### src/rtl/dtw_ctrl_if.sv
// Control, FIFO, reference-memory and datapath signals of the DTW sequencing controller.
// The controller uses the slave modport; the surrounding system drives the master side.
interface dtw_ctrl_if #(
  parameter int DATA_W  = 16,
  parameter int ADDR_W  = 15,
  parameter int FIFO_W  = 32,
  parameter int SQG_MAX = 1024
);
  localparam int LEN_W = $clog2(SQG_MAX + 1);

  logic              start;
  logic [1:0]        op_mode;
  logic [ADDR_W:0]   ref_len;
  logic [LEN_W-1:0]  sqg_len;
  logic [DATA_W-1:0] threshold;
  logic              abort;
  logic              busy;
  logic              load_done;
  logic              err;
  logic [31:0]       query_count;
  logic              src_rden;
  logic              src_empty;
  logic [FIFO_W-1:0] src_data;
  logic              sink_wren;
  logic              sink_full;
  logic [FIFO_W-1:0] sink_data;
  logic              ref_wren;
  logic [ADDR_W-1:0] ref_waddr;
  logic [DATA_W-1:0] ref_wdata;
  logic              dp_clear;
  logic              dp_sample_valid;
  logic [DATA_W-1:0] dp_sample;
  logic              dp_done;
  logic [DATA_W-1:0] dp_minval;
  logic [31:0]       dp_position;

  modport slave (
    input  start, op_mode, ref_len, sqg_len, threshold, abort,
           src_empty, src_data, sink_full, dp_done, dp_minval, dp_position,
    output busy, load_done, err, query_count, src_rden, sink_wren, sink_data,
           ref_wren, ref_waddr, ref_wdata, dp_clear, dp_sample_valid, dp_sample
  );

  modport master (
    output start, op_mode, ref_len, sqg_len, threshold, abort,
           src_empty, src_data, sink_full, dp_done, dp_minval, dp_position,
    input  busy, load_done, err, query_count, src_rden, sink_wren, sink_data,
           ref_wren, ref_waddr, ref_wdata, dp_clear, dp_sample_valid, dp_sample
  );
endinterface

### src/rtl/dtw_ctrl.sv
// DTW sequencing controller: reference load/clear, query streaming into an external
// datapath, and 3-word result serialisation into the sink FIFO.
module dtw_ctrl #(
  parameter int DATA_W  = 16,
  parameter int ADDR_W  = 15,
  parameter int FIFO_W  = 32,
  parameter int SQG_MAX = 1024
) (
  input  logic       clk,
  input  logic       rst,
  dtw_ctrl_if.slave  bus
);
  localparam int LEN_W = $clog2(SQG_MAX + 1);
  localparam logic [ADDR_W:0]  REF_MAX = {1'b1, {ADDR_W{1'b0}}};
  localparam logic [LEN_W-1:0] SQG_MX  = LEN_W'(SQG_MAX);

  typedef enum logic [2:0] {IDLE, LOAD, QID, STREAM, WAIT, EMIT} state_t;

  state_t            r_state;
  logic [ADDR_W:0]   r_ref_len, r_wcnt;
  logic [LEN_W-1:0]  r_sqg_len, r_scnt;
  logic [FIFO_W-1:0] r_qid, r_pos;
  logic [DATA_W-1:0] r_minval;
  logic [1:0]        r_widx;
  logic              r_load_done, r_err, r_ref_wren, r_dp_clear, r_dp_sv;
  logic [31:0]       r_qcnt;
  logic [ADDR_W-1:0] r_ref_waddr;
  logic [DATA_W-1:0] r_ref_wdata, r_dp_sample;

  logic              w_pop, w_wr, w_ref_ok, w_sqg_ok;
  logic [FIFO_W-1:0] w_res, w_sink_data;

  assign w_ref_ok = (bus.ref_len != '0) && (bus.ref_len <= REF_MAX);
  assign w_sqg_ok = (bus.sqg_len != '0) && (bus.sqg_len <= SQG_MX);

  // Abort suppresses both the pop and the sink write of its cycle.
  assign w_pop = !bus.src_empty && !bus.abort &&
                 ((r_state == LOAD) || (r_state == QID) ||
                  ((r_state == STREAM) && (r_scnt < r_sqg_len)));
  assign w_wr  = (r_state == EMIT) && !bus.sink_full && !bus.abort;

  always_comb begin
    w_res = '0;
    w_res[DATA_W-1:0] = r_minval;
    w_res[FIFO_W-1]   = (r_minval <= bus.threshold);
  end

  always_comb begin
    w_sink_data = '0;
    if (r_state == EMIT) begin
      case (r_widx)
        2'd0:    w_sink_data = r_qid;
        2'd1:    w_sink_data = r_pos;
        default: w_sink_data = w_res;
      endcase
    end
  end

  always_ff @(posedge clk or posedge rst) begin
    if (rst) begin
      r_state     <= IDLE;
      r_ref_len   <= '0;
      r_wcnt      <= '0;
      r_sqg_len   <= '0;
      r_scnt      <= '0;
      r_qid       <= '0;
      r_pos       <= '0;
      r_minval    <= '0;
      r_widx      <= '0;
      r_load_done <= 1'b0;
      r_err       <= 1'b0;
      r_ref_wren  <= 1'b0;
      r_dp_clear  <= 1'b0;
      r_dp_sv     <= 1'b0;
      r_qcnt      <= '0;
      r_ref_waddr <= '0;
      r_ref_wdata <= '0;
      r_dp_sample <= '0;
    end else begin
      r_err      <= 1'b0;
      r_dp_clear <= 1'b0;
      r_ref_wren <= w_pop && (r_state == LOAD);
      r_dp_sv    <= w_pop && (r_state == STREAM);
      if (w_pop && (r_state == LOAD)) begin
        r_ref_waddr <= r_wcnt[ADDR_W-1:0];
        r_ref_wdata <= bus.src_data[DATA_W-1:0];
      end
      if (w_pop && (r_state == STREAM))
        r_dp_sample <= bus.src_data[DATA_W-1:0];

      if (bus.abort && (r_state != IDLE)) begin
        r_state <= IDLE;
        r_err   <= 1'b1;
        if (r_state == LOAD) r_load_done <= 1'b0;
      end else begin
        case (r_state)
          IDLE: if (bus.start) begin
            case (bus.op_mode)
              2'd0: if (r_load_done && w_sqg_ok) begin
                r_state    <= QID;
                r_sqg_len  <= bus.sqg_len;
                r_scnt     <= '0;
                r_dp_clear <= 1'b1;
              end else r_err <= 1'b1;
              2'd1: if (!r_load_done && w_ref_ok) begin
                r_state   <= LOAD;
                r_ref_len <= bus.ref_len;
                r_wcnt    <= '0;
              end else r_err <= 1'b1;
              2'd2:    r_load_done <= 1'b0;
              default: r_err <= 1'b1;
            endcase
          end
          // load_done rises together with the final ref_wren pulse.
          LOAD: if (w_pop) begin
            r_wcnt <= r_wcnt + 1'b1;
            if (r_wcnt == r_ref_len - (ADDR_W+1)'(1)) begin
              r_state     <= IDLE;
              r_load_done <= 1'b1;
            end
          end
          QID: if (w_pop) begin
            r_qid   <= bus.src_data;
            r_state <= STREAM;
          end
          STREAM: if (w_pop) begin
            r_scnt <= r_scnt + 1'b1;
            if (r_scnt == r_sqg_len - LEN_W'(1)) r_state <= WAIT;
          end
          WAIT: if (bus.dp_done) begin
            r_minval <= bus.dp_minval;
            r_pos    <= FIFO_W'(bus.dp_position);
            r_widx   <= '0;
            r_state  <= EMIT;
          end
          EMIT: if (w_wr) begin
            r_widx <= r_widx + 1'b1;
            if (r_widx == 2'd2) begin
              r_qcnt  <= r_qcnt + 32'd1;
              r_state <= IDLE;
            end
          end
          default: r_state <= IDLE;
        endcase
      end
    end
  end

  assign bus.busy            = (r_state != IDLE);
  assign bus.load_done       = r_load_done;
  assign bus.err             = r_err;
  assign bus.query_count     = r_qcnt;
  assign bus.src_rden        = w_pop;
  assign bus.sink_wren       = w_wr;
  assign bus.sink_data       = w_sink_data;
  assign bus.ref_wren        = r_ref_wren;
  assign bus.ref_waddr       = r_ref_waddr;
  assign bus.ref_wdata       = r_ref_wdata;
  assign bus.dp_clear        = r_dp_clear;
  assign bus.dp_sample_valid = r_dp_sv;
  assign bus.dp_sample       = r_dp_sample;
endmodule

### src/flat_wrapper.sv
// flat-port wrapper written by rule: the top's interface ports become plain ports
module dtw_ctrl_flat 
#(
  parameter int DATA_W  = 16,
  parameter int ADDR_W  = 15,
  parameter int FIFO_W  = 32,
  parameter int SQG_MAX = 1024
)
  (clk, rst, bus_start, bus_op_mode, bus_ref_len, bus_sqg_len, bus_threshold, bus_abort, bus_src_empty, bus_src_data, bus_sink_full, bus_dp_done, bus_dp_minval, bus_dp_position, bus_busy, bus_load_done, bus_err, bus_query_count, bus_src_rden, bus_sink_wren, bus_sink_data, bus_ref_wren, bus_ref_waddr, bus_ref_wdata, bus_dp_clear, bus_dp_sample_valid, bus_dp_sample);
  dtw_ctrl_if #(.DATA_W(DATA_W), .ADDR_W(ADDR_W), .FIFO_W(FIFO_W), .SQG_MAX(SQG_MAX)) bus_i ();
  input  logic clk;
  input  logic rst;
  input wire logic [$bits(bus_i.start)-1:0] bus_start;
  input wire logic [$bits(bus_i.op_mode)-1:0] bus_op_mode;
  input wire logic [$bits(bus_i.ref_len)-1:0] bus_ref_len;
  input wire logic [$bits(bus_i.sqg_len)-1:0] bus_sqg_len;
  input wire logic [$bits(bus_i.threshold)-1:0] bus_threshold;
  input wire logic [$bits(bus_i.abort)-1:0] bus_abort;
  input wire logic [$bits(bus_i.src_empty)-1:0] bus_src_empty;
  input wire logic [$bits(bus_i.src_data)-1:0] bus_src_data;
  input wire logic [$bits(bus_i.sink_full)-1:0] bus_sink_full;
  input wire logic [$bits(bus_i.dp_done)-1:0] bus_dp_done;
  input wire logic [$bits(bus_i.dp_minval)-1:0] bus_dp_minval;
  input wire logic [$bits(bus_i.dp_position)-1:0] bus_dp_position;
  output wire logic [$bits(bus_i.busy)-1:0] bus_busy;
  output wire logic [$bits(bus_i.load_done)-1:0] bus_load_done;
  output wire logic [$bits(bus_i.err)-1:0] bus_err;
  output wire logic [$bits(bus_i.query_count)-1:0] bus_query_count;
  output wire logic [$bits(bus_i.src_rden)-1:0] bus_src_rden;
  output wire logic [$bits(bus_i.sink_wren)-1:0] bus_sink_wren;
  output wire logic [$bits(bus_i.sink_data)-1:0] bus_sink_data;
  output wire logic [$bits(bus_i.ref_wren)-1:0] bus_ref_wren;
  output wire logic [$bits(bus_i.ref_waddr)-1:0] bus_ref_waddr;
  output wire logic [$bits(bus_i.ref_wdata)-1:0] bus_ref_wdata;
  output wire logic [$bits(bus_i.dp_clear)-1:0] bus_dp_clear;
  output wire logic [$bits(bus_i.dp_sample_valid)-1:0] bus_dp_sample_valid;
  output wire logic [$bits(bus_i.dp_sample)-1:0] bus_dp_sample;
  assign bus_i.start = bus_start;
  assign bus_i.op_mode = bus_op_mode;
  assign bus_i.ref_len = bus_ref_len;
  assign bus_i.sqg_len = bus_sqg_len;
  assign bus_i.threshold = bus_threshold;
  assign bus_i.abort = bus_abort;
  assign bus_i.src_empty = bus_src_empty;
  assign bus_i.src_data = bus_src_data;
  assign bus_i.sink_full = bus_sink_full;
  assign bus_i.dp_done = bus_dp_done;
  assign bus_i.dp_minval = bus_dp_minval;
  assign bus_i.dp_position = bus_dp_position;
  assign bus_busy = bus_i.busy;
  assign bus_load_done = bus_i.load_done;
  assign bus_err = bus_i.err;
  assign bus_query_count = bus_i.query_count;
  assign bus_src_rden = bus_i.src_rden;
  assign bus_sink_wren = bus_i.sink_wren;
  assign bus_sink_data = bus_i.sink_data;
  assign bus_ref_wren = bus_i.ref_wren;
  assign bus_ref_waddr = bus_i.ref_waddr;
  assign bus_ref_wdata = bus_i.ref_wdata;
  assign bus_dp_clear = bus_i.dp_clear;
  assign bus_dp_sample_valid = bus_i.dp_sample_valid;
  assign bus_dp_sample = bus_i.dp_sample;
  dtw_ctrl #(.DATA_W(DATA_W), .ADDR_W(ADDR_W), .FIFO_W(FIFO_W), .SQG_MAX(SQG_MAX)) u_core (.clk(clk), .rst(rst), .bus(bus_i));
endmodule
### config.mk
export PLATFORM = sky130hd
export DESIGN_NAME = dtw_ctrl_flat
export DESIGN_NICKNAME = d
export VERILOG_FILES = /design/src/rtl/dtw_ctrl_if.sv /design/src/rtl/dtw_ctrl.sv /design/src/flat_wrapper.sv
export SDC_FILE = /design/constraint.sdc
export NUM_CORES = 1
export LEC_CHECK = 0
export ABC_AREA = 1
export BUFFER_PORTS_ARGS = -buffer_cell sky130_fd_sc_hd__buf_2
export CAP_MARGIN = 20
export CELL_PAD_IN_SITES_DETAIL_PLACEMENT = 1
export CELL_PAD_IN_SITES_GLOBAL_PLACEMENT = 1
export CORE_MARGIN = 2
export CORE_UTILIZATION = 40
export CTS_CLUSTER_SIZE = 16
export DETAILED_ROUTE_END_ITERATION = 8
export PLACE_DENSITY_LB_ADDON = 0.1
export SLEW_MARGIN = 20
export SYNTH_ARGS = -nofsm -noshare
export SYNTH_HDL_FRONTEND = slang
export SYNTH_SLANG_ARGS = --single-unit
### constraint.sdc
create_clock -name clk -period 19.6 [get_ports clk]
set_input_delay 0.98 -clock clk [delete_from_list [all_inputs] [get_ports clk]]
set_output_delay 0.98 -clock clk [all_outputs]
set_load 0.005 [all_outputs]
==> flow_summary.toml <==
[run_status]
status = "finished, final reports clean"

[synthesis]
yosysWarnings = 0
syn_nets = 1621
yosys.area.top_type = "dfrtp_1"
synthArstFlopShare_pct = 100
synth_flop_cell = "dfrtp_1"
yosysTopAreaCellShare_pct = 46.5
syn_area_sq_um = 12000
syn_avg_cell_area_sq_um = 8.25
ys_seq_area_share_pct = 46.5
synthCells = 1454
synth_edf_count = 0
synth_cell_type_count = 48
synth_area_leaders = "dfrtp_1 46%, nand2_1 12%, inv_1 5.5%"
synth_seq_cells = 223

[layout]
final.fill_count = 3703
nets = 1863
area_growth_pct = 21.7
layout_common_cells = "385 x nand2_1, 250 x buf_2, 223 x dfrtp_1, 174 x inv_1, 149 x nor2_1"
final_common_cell = "nand2_1"
layout-drive-gt1-share_pct = 23.3
final_util_pct = 49.4

[power]
intPower_mw = 1.22
sw_frac_of_total_pct = 37.7
pwr-share-comb_pct = 34.7
clockPowerShare_pct = 28.6
p_leak_nw = 7.85
switchingPower_mw = 0.737
pwr-share-seq_pct = 36.7
p_per_area_nw_per_um2 = 134
ir_drop_uv = 75.9

[route]
drt-wirelength-per-cell_um = 17.4
drtIter0Drc = 504
postRouteAntennaNets = 0
dr.pass1.iters = 5
drc = 0
via_count = 10500
viasPerCell = 4.98
routed_wl_um = 36800

[worst_setup_path]
cp.required_ns = 18.62
arrival_ns = 2.89
critical-path-top-delay-family = "adder cells"
endpoint_kind = "output port"
path_cells = "inv_1 > ha_1 > inv_1 > o21ai_0 > a21oi_1 > nor2_1 > buf_2"
path_class = "reg -> out"
worst-path-max-fanout = 19
crit_slowest_cell = "ha_1"
worst_setup_path_start_kind = "flop"
cpPeakStageDelay_ns = 0.70
cp_common_cell = "inv_1"
critPathBufInv = 3

[timing]
hold_viol_final = 0
drv_slew = 0
max_freq_mhz = 258
finalCriticalPeriod_ns = 3.87
tns_ns = 0
skew_ns = 0.0257
hold-worst-slack_ns = 0.470
grt_setup_unrepaired = "no"
setup_viol = 0
finalCritPeriodShare_pct = 19.8
worst_pin_slew_ns = 0.931
max-slew-margin-rel_pct = 37.9

[global_routing]
grt_overflow = 0
grtUsageTotal_pct = 23.8
grt_pass1_wl_um = 59700
grt_pass1_vias = 11100
antenna_found_initial = 8
grt_max_degree = 100

[worst_hold_path]
hold_class = "reg -> reg"

[floorplan]
die-area_sq_um = 31400
die_w_um = 177
coreArea_sq_um = 29600
io_pins = 251
num_rows = 63
start_util_pct = 40.6
die_h_um = 177

[clock_tree]
path_clk_slew_ns = 0.06
cts_root_buf = "clkbuf_16"
worst_skew_pair.late_latency_ns = 0.56
cts-htree-levels = 1
cts_tree = "done"
cts_made_buffers = 28
cts_resized = 0
cts-hold-fix-buffers = 0
clockBufferDepth = 3
postCtsSetupBuffers = 0
cts_sinks = 223

[job]
drv_cap = 0

[place]
gp_congestion = 0.869
port_buffers = 250
hpwl_um = 27200
==> worst min-delay path, delay by kind of cell, from the launching register on <==
| kind | cells | cell delay [ns] |
|---|---|---|
| flops | 1 | 0.34 |
| simple gates | 2 | 0.11 |
==> final cells by class <==
| class | instances | area, sq um | area share, % |
|---|---|---|---|
| flip-flops and latches | 223 | 5580 | 38.2 |
| diodes | 7 | 17.5 | 0.120 |
| repair buffers | 256 | 1300 | 8.88 |
| multi-input cells | 1008 | 5530 | 37.9 |
| inverters | 179 | 679 | 4.65 |
| clock buffers | 40 | 806 | 5.52 |
| clock inverters | 10 | 206 | 1.41 |
| well taps | 390 | 488 | 3.34 |
==> sequential cells by signal, indices dropped and copies added (netlist names), 15 cells and up <==
register and cells:
u_core.bus.query_count 32, u_core.r_pos 32, u_core.r_qid 32, u_core.bus.dp_sample 16, u_core.bus.ref_wdata 16, u_core.r_minval 16, u_core.r_ref_len 16, u_core.r_wcnt 16
u_core.bus.ref_waddr 15
==> synthesized netlist by cell type (18+ instances only) <==
cell and n:
nand2_1 385, o21ai_0 52, ha_1 35, nand4_1 31
xor2_1 33, a21oi_1 70, clkbuf_1 23, inv_1 175
dfrtp_1 223, xnor2_1 20, o21ai_1 18, nand3_1 63
mux2_2 36, nor2_1 149
==> final timing paths <==
| path | slack (ns) | cells after the start | to | start |
|---|---|---|---|---|
| max in group asynchronous | 16.90 | 4 | u_core.r_pos[21]$_DFFE_PP0P_ | rst |
| min in group asynchronous | 0.49 | 2 | u_core.r_sqg_len[3]$_DFFE_PP0P_ | rst |
| max | 15.73 | 7 | bus_sink_data[14] | u_core.r_widx[0]$_DFFE_PP0P_ |
| min reg2reg | 0.47 | 2 | u_core.bus.dp_sample[14]$_DFFE_PP0P_ | u_core.bus.dp_sample[14]$_DFFE_PP0P_ |
| min | 0.47 | 2 | u_core.bus.dp_sample[14]$_DFFE_PP0P_ | u_core.bus.dp_sample[14]$_DFFE_PP0P_ |
| max reg2reg | 16.08 | 11 | u_core.r_scnt[5]$_DFFE_PP0P_ | u_core.r_state[2]$_DFFE_PP0P_ |
==> per-stage QoR <==
| step | worst slack, ns | std cells | area, sq um | power (mW) |
|---|---|---|---|---|
| 3_5_place_dp | 16.08 | 2056 | 13600 | 1.40 |
| 5_1_grt | 15.42 | 2109 | 14600 | 2.11 |
| 2_1_floorplan | 12.51 | 1454 | 12000 | 1.17 |
| 6_report | 15.73 | 2113 | 14600 | 1.96 |
| 4_1_cts | 15.70 | 2106 | 14600 | 1.98 |
| 3_3_place_gp | 16.16 | 2056 | 13600 | 1.37 |
==> power by group through the flow <==
stage          clock network (mW)  registers, mW  logic [mW]
6_report                    0.559          0.718       0.679
5_1_grt                     0.591          0.737       0.779
4_1_cts                     0.575          0.718       0.686
3_5_place_dp                    0          0.721       0.678
3_3_place_gp                    0          0.715       0.653
2_1_floorplan                   0          0.693       0.477
==> layer usage <==
metal,global-route usage (%),vias to the layer above,wire length [um]
met5,0,-,35
met4,5.27,6,779
met3,5.78,50,2190
met2,39.2,239,17200
met1,31.7,5059,16700
li1,-,5172,-
==> logic make-up after synthesis <==
group | synth area share [%]
compound gates | 9.09
xor+xnor | 3.87
fa+ha+maj | 3.65
buf+inv | 7.47
flops | 46.5
mux | 5.38
simple gates | 24.0
Note: power is estimated with default switching activity, not from simulation.
